--- src/rtl/adc_dma_pkg.sv ---
// Shared types and default widths for the acquisition FIFO -> DMA stream reader.
package adc_dma_pkg;
  localparam int DATA_W_DEF = 512;
  localparam int BEAT_W_DEF = 256;
  localparam int LEN_W_DEF  = 20;
  localparam int PKT_W      = 8;

  typedef enum logic [1:0] {
    S_IDLE = 2'd0,
    S_RUN  = 2'd1,
    S_DONE = 2'd2
  } state_e;
endpackage

--- src/rtl/adc_dma_wbuf.sv ---
// Two-entry FIFO word buffer between the acquisition FIFO read port and the beat mux.
module adc_dma_wbuf
  import adc_dma_pkg::*;
#(
  parameter int DATA_W = DATA_W_DEF
) (
  input  logic              clk_i,
  input  logic              rst_i,
  input  logic              push_i,
  input  logic              pop_i,
  input  logic [DATA_W-1:0] data_i,
  output logic [1:0]        occ_o,
  output logic [DATA_W-1:0] head_o
);
  logic [DATA_W-1:0] mem_q [2];
  logic              wr_ptr_q, rd_ptr_q;
  logic [1:0]        occ_q;

  always_ff @(posedge clk_i) begin
    if (rst_i) begin
      wr_ptr_q <= 1'b0;
      rd_ptr_q <= 1'b0;
      occ_q    <= 2'd0;
    end else begin
      if (push_i) wr_ptr_q <= ~wr_ptr_q;
      if (pop_i)  rd_ptr_q <= ~rd_ptr_q;
      case ({push_i, pop_i})
        2'b10:   occ_q <= occ_q + 2'd1;
        2'b01:   occ_q <= occ_q - 2'd1;
        default: occ_q <= occ_q;
      endcase
    end
  end

  // Storage carries no reset; the consumer gates data on occupancy.
  always_ff @(posedge clk_i) begin
    if (push_i) mem_q[wr_ptr_q] <= data_i;
  end

  assign occ_o  = occ_q;
  assign head_o = mem_q[rd_ptr_q];
endmodule

--- src/rtl/adc_dma_reader.sv ---
// Reads fixed-length transfers of DATA_W words from the acquisition FIFO and emits
// them as two BEAT_W stream beats each (low half first), framed into packets by tlast.
module adc_dma_reader
  import adc_dma_pkg::*;
#(
  parameter int DATA_W = DATA_W_DEF,
  parameter int BEAT_W = BEAT_W_DEF,
  parameter int LEN_W  = LEN_W_DEF
) (
  input  logic              clk_pcie_user,
  input  logic              reset,
  input  logic              dma_start,
  input  logic [LEN_W-1:0]  xfer_len_i,
  input  logic [PKT_W-1:0]  pkt_words_i,
  input  logic [DATA_W-1:0] fifo_dout,
  input  logic              fifo_empty,
  output logic              fifo_rd_en,
  output logic [BEAT_W-1:0] m_axis_tdata,
  output logic              m_axis_tvalid,
  input  logic              m_axis_tready,
  output logic              m_axis_tlast,
  output logic              dma_busy,
  output logic              dma_done,
  output logic [LEN_W-1:0]  word_cnt_o
);
  state_e            state_q;
  logic [LEN_W-1:0]  len_q, req_cnt_q, word_cnt_q;
  logic [PKT_W-1:0]  pkt_words_q, pkt_idx_q;
  logic              inflight_q, half_q, busy_q, done_q;
  logic [1:0]        occ;
  logic [DATA_W-1:0] head;
  logic              tvalid, hs, pop, last_word, pkt_end;

  adc_dma_wbuf #(.DATA_W(DATA_W)) u_wbuf (
    .clk_i  (clk_pcie_user),
    .rst_i  (reset),
    .push_i (inflight_q),
    .pop_i  (pop),
    .data_i (fifo_dout),
    .occ_o  (occ),
    .head_o (head)
  );

  assign tvalid    = (state_q == S_RUN) && (occ != 2'd0);
  assign hs        = tvalid && m_axis_tready;
  assign pop       = hs && half_q;
  assign last_word = (word_cnt_q == len_q - 1'b1);
  assign pkt_end   = (pkt_idx_q == pkt_words_q - 1'b1);

  // Outstanding read counts against buffer space so a captured word always has a slot.
  assign fifo_rd_en = (state_q == S_RUN) && !fifo_empty && (req_cnt_q < len_q) &&
                      ((occ + {1'b0, inflight_q}) < 2'd2);

  assign m_axis_tvalid = tvalid;
  assign m_axis_tdata  = !tvalid ? '0 :
                         half_q  ? head[DATA_W-1:BEAT_W] : head[BEAT_W-1:0];
  assign m_axis_tlast  = tvalid && half_q && (pkt_end || last_word);
  assign dma_busy      = busy_q;
  assign dma_done      = done_q;
  assign word_cnt_o    = word_cnt_q;

  always_ff @(posedge clk_pcie_user) begin
    if (reset) begin
      state_q     <= S_IDLE;
      len_q       <= '0;
      req_cnt_q   <= '0;
      word_cnt_q  <= '0;
      pkt_words_q <= '0;
      pkt_idx_q   <= '0;
      inflight_q  <= 1'b0;
      half_q      <= 1'b0;
      busy_q      <= 1'b0;
      done_q      <= 1'b0;
    end else begin
      done_q     <= 1'b0;
      inflight_q <= fifo_rd_en;
      case (state_q)
        S_IDLE: begin
          if (dma_start) begin
            len_q       <= xfer_len_i;
            pkt_words_q <= (pkt_words_i == '0) ? PKT_W'(1) : pkt_words_i;
            req_cnt_q   <= '0;
            word_cnt_q  <= '0;
            pkt_idx_q   <= '0;
            half_q      <= 1'b0;
            if (xfer_len_i != '0) begin
              state_q <= S_RUN;
              busy_q  <= 1'b1;
            end else begin
              state_q <= S_DONE;
              done_q  <= 1'b1;
            end
          end
        end
        S_RUN: begin
          if (fifo_rd_en) req_cnt_q <= req_cnt_q + 1'b1;
          if (hs) half_q <= ~half_q;
          if (pop) begin
            word_cnt_q <= word_cnt_q + 1'b1;
            pkt_idx_q  <= (pkt_end || last_word) ? '0 : pkt_idx_q + 1'b1;
            if (last_word) begin
              state_q <= S_DONE;
              busy_q  <= 1'b0;
              done_q  <= 1'b1;
            end
          end
        end
        default: state_q <= S_IDLE;
      endcase
    end
  end
endmodule
--- config.mk ---
export PLATFORM = sky130hd
export DESIGN_NAME = adc_dma_reader
export DESIGN_NICKNAME = d
export VERILOG_FILES = /design/src/rtl/adc_dma_pkg.sv /design/src/rtl/adc_dma_wbuf.sv /design/src/rtl/adc_dma_reader.sv
export SDC_FILE = /design/constraint.sdc
export NUM_CORES = 1
export LEC_CHECK = 0
export CORE_AREA = 5 5 320 322
export DETAILED_ROUTE_END_ITERATION = 8
export DIE_AREA = 0 0 325 327
export PLACE_DENSITY = 0.7
export SYNTH_ARGS = -nofsm -noshare
export SYNTH_HDL_FRONTEND = slang
export SYNTH_HIERARCHICAL = 1
export SYNTH_SLANG_ARGS = --single-unit
--- constraint.sdc ---
create_clock -name clk_pcie_user -period 65.4 [get_ports clk_pcie_user]
set_clock_uncertainty 0.2 [all_clocks]
set_input_delay 13.08 -clock clk_pcie_user [delete_from_list [all_inputs] [get_ports clk_pcie_user]]
set_output_delay 13.08 -clock clk_pcie_user [all_outputs]
set_load 0.05 [all_outputs]
# Yosys cells after proc, flatten, opt, wreduce, memory -nomap -nowiden
# Memories as Yosys holds them, arrays and structs flattened. A register that Yosys moved wholly into a read port is not among the register bits.
# Cells that the tools add are included.
# word_totals
regBits,86
mem_count,1
output_inout_bits,281
input_bits,545
ram_bits,1024
# classes
n_lt_le_gt_ge,2
n_bitwise,3
eq_ne,11
muxes,35
add_sub_neg,8
n_reduce_logical,22
# memory_table
memory,words,word_bits,rd,rd_ports_with_merged_regs,write_ports,line_no,rtl
u_wbuf.mem_q,2,512,1,1,1,adc_dma_wbuf.sv:15,logic [DATA_W-1:0] mem_q [2];
# ops
cell,count
$mux 256,2
$pmux 20 s2,2
$mux 20,3
$add 20x1->20 const B,2
$mux 8,4
$eq 20x20->1,1
$lt 20x20->1,1
$reduce_bool 20->1,1
$sub 20x1->20 const B,1
$pmux 8 s2,1
$mux 1,14
$reduce_and 3->1,4
$ne 2x2->1 const B,5
$add 8x1->8 const B,1
$eq 8x8->1,1
$logic_and 1x1->1,8
$logic_not 8->1,1
$mux 2,4
$pmux 2 s2,2
$sub 8x1->8 const B,1
$pmux 1 s2,3
$reduce_bool 2->1,3
$reduce_and 5->1,1
$eq 2x1->1 const B,2
other kinds (11),13

# Depth between registers and ports, before layout
# depth
ltp_word,6
ltp_mapped,13

# By module
# The synthesis kept the hierarchy.
# by_module_without_submodules
mod,n_inst,area_each_um2,cells_each
adc_dma_wbuf,1,37350.8,1613
adc_dma_reader,1,8964.8,1241

# Worst setup path before layout
# No wires, ideal clock.
# synth_timing
path_type,input to output
start,input fifo_empty
end,output fifo_rd_en
arrival_time_ps,14028
path_stages,5
path_slack_ps,38092
required_time_ps,52120
path_cell_list,nor3_1 o2111ai_1 a21o_1 clkbuf_1 inv_1
# synth_via
elab_chain_cells,4
# synth_lines
item,line_no,rtl
"start, declared",adc_dma_reader.sv:16,"input logic fifo_empty,"
$logic_not 1->1,adc_dma_reader.sv:51,assign fifo_rd_en = (state_q == S_RUN) && !fifo_empty && (req_cnt_q < len_q) &&
$logic_and 1x1->1 (3 in a row),adc_dma_reader.sv:51,
"end, declared",adc_dma_reader.sv:17,"output logic fifo_rd_en,"
# Every way passes these cells.

# Worst setup path in the final report
# Same ends and word-level chain as after synthesis.

==> metrics.cfg <==
[outcome]
status = completed

[cells_and_area]
area_growth_pct = 27.6
drive_above_1_share_pct = 19.0
num-fill-cells = 7711
multi_input_area_um2 = 12700
regArea_um2 = 32500
final_area_um2 = 59100
nNetsFinal = 4235

[power]
p_per_area_nw_per_um2 = 25.2
swShare_pct = 20.8
netSwitchingPower_mw = 0.310
leakagePower_nw = 18.8
p_int_mw = 1.18
p_clk_share_pct = 41.2
peakVddDrop_mv = 0.0221
pwr-share-comb_pct = 5.7
seq_power_share_pct = 53.1

[logic_synthesis]
avgSynthCellArea_um2 = 16.2
syn_nets = 3424
async_flop_share_pct = 0
yosysTopAreaCell = edfxtp_1
netlist_area_um2 = 46300
synthTopCellsByArea = edfxtp_1 66%, mux2_2 12%, mux2i_1 5.6%
synth_edf_count = 1024
synth_most_common_cell = edfxtp_1
synth_ff_type = edfxtp_1
yosysUniqueCellTypes = 65
yosys_warnings = 6
yosysSeqAreaShare_pct = 70.2
synth_top_area_share_pct = 66.4
netlist_instances = 2854
synth_commonest_cells = 1024 x edfxtp_1, 512 x mux2_2, 305 x nor2_1, 261 x mux2i_1, 101 x nand2_1
synth-seq-cells = 1111

[clock_tree]
cts.clk_slew.worst_paths_ps = 60
cts_tree = yes
clock_latency_ps = 690
cts_sinks = 1111
clockBufferDepth = 3
htree_num_levels = 3
cts_setup_buffers = 0
cts_resized = 0
numCtsBuffers = 115
root_buffer = clkbuf_16
holdBufCountCts = 0

[floorplan]
die_w_um = 325
start_util_pct = 46.7
die_area_um2 = 106000
die_h_um = 327
ioPinCount = 826
core_um2 = 99300
rows = 116

[setup_path]
rrSetupSlack_ps = 61800
cp_max_fo = 35
crit_arrival_ps = 15380
cp-end-kind = primary output
critPathLaunchType = primary input
critPathRequiredTime_ps = 52120
crit_type = in2out

[global_route]
antenna_found_initial = 52
grt.overflow.total = 0
grt_pass1_vias = 27600
grt_max_degree = 168
grt_usage_pct = 20.9
grt_pass1_wl_um = 169000

[placed_design]
place_area_um2 = 55500
gp_congestion = 0.817
io_buffers = 825
dp_hpwl_um = 77500
place_ws_ps = 36730

[route]
dr_total_vias = 27000
routed-wl-met2_um = 58300
wl_met1_um = 44000
dr_wl_met3_um = 10300
drtPass1Iterations = 5
wl_per_cell_um = 22.8
drcViolationCount = 0
antenna_left = 0
top_layer = met5
routed_wl_um = 116000
vias_per_cell = 5.31
first_iter_violations = 1901

[sta]
fin_tns_setup_ps = 0
rsz0062_at_grt = false
hold_viol = 0
final_min_period_over_clock_period_pct = 43.8
slew_headroom_pct = 9.77
setup_viol = 0
drv_slew = 0
min_period_ps = 28660
fin_ws_ps = 36740
fmax_mhz = 34.9
tightestPinTransition_ps = 1350

[worst_hold_path]
hold_path.class = reg2reg

[run]
cap_viol_max_count = 0

[registers in the layout, indices dropped and copies added (netlist names), named ones only]
signal	count
len_q	20
u_wbuf/occ_o	2
state_q	2
pkt_words_q	8
pkt_idx_q	8
half_q	1
inflight_q	1
dma_done	1
dma_busy	1
u_wbuf/rd_ptr_q	1
u_wbuf/mem_q	1024
u_wbuf/wr_ptr_q	1
word_cnt_o	20
req_cnt_q	20
[layout by cell type (no fill, tap or decap), types with 20 or more instances in the layout]
cell type and instances:
mux2i_1 261, clkdlybuf4s50_1 824, inv_1 35, xor2_1 26, nand3_1 28, o21ai_0 23, clkbuf_1 27, dfxtp_1 85
clkinv_2 20, xnor2_1 27, nand2_1 101, clkinv_1 30, ha_1 25, diode_2 31, mux2_2 512, clkbuf_16 117
edfxtp_1 1024, nor2_1 303, a21oi_1 52
[per-layer routing]
metal	track usage [%]	vias to the layer above
met3	7.92	198
met2	36.0	855
met4	7.56	40
met1	24.0	13400
met5	0	-
li1	-	12500
[critical path, stage by stage]
cell and delay [ps]:
clkdlybuf4s50_1 450, nor3_1 230, o2111ai_1 140, a21o_1 170, buf_4 230, inv_1 220, clkdlybuf4s50_1 850
[path summary, 6_finish.rpt]
path,startpoint,endpoint,cells past startpoint
worst max-delay path,fifo_empty,fifo_rd_en,7
worst min register to register,pkt_words_q[7],pkt_words_q[7],2
worst min-delay path,pkt_words_q[7],pkt_words_q[7],2
worst max register to register,len_q[0],dma_done,9
[through the flow]
stage | util (%) | power, mW | hold WS, ps | cells
final | 59.5 | 1.49 | 273 | 5092
after global routing | 59.5 | 1.55 | 294 | 5079
after CTS | 59.5 | 1.51 | 277 | 5061
after detailed placement | 55.9 | 0.891 | 266 | 4846
after global placement | 55.9 | 0.888 | 263 | 4846
after floorplan | - | 0.850 | 245 | 2854
[power groups by stage]
stage | clock [mW] | combinational, mW | sequential (mW)
after floorplan | 0 | 0.0350 | 0.815
after global placement | 0 | 0.0823 | 0.806
after detailed placement | 0 | 0.0842 | 0.807
after CTS | 0.631 | 0.0847 | 0.792
after global routing | 0.663 | 0.0904 | 0.792
final | 0.615 | 0.0845 | 0.792
[area by class of cell]
class	instances	share of cell area (%)
tap	1298	2.75
antenna	31	0.131
inverter	36	0.229
timing repair buffer	851	14.4
sequential	1111	55.0
clock buffer	148	5.22
multi-input combinational	1550	21.4
clock inverter	67	0.805
[logic make-up after synthesis]
logic type | after synthesis | share of synthesized area (%)
adder cells (fa/ha/maj) | 25 | 0.675
flip-flops | 1111 | 70.2
buffers and inverters | 193 | 2.55
AND/OR/NAND/NOR | 548 | 5.25
AO/OA/AOI/OAI | 150 | 2.26
multiplexers | 774 | 18.1
XOR/XNOR | 53 | 1.00
No activity file was read; power rests on OpenSTA's default activity.
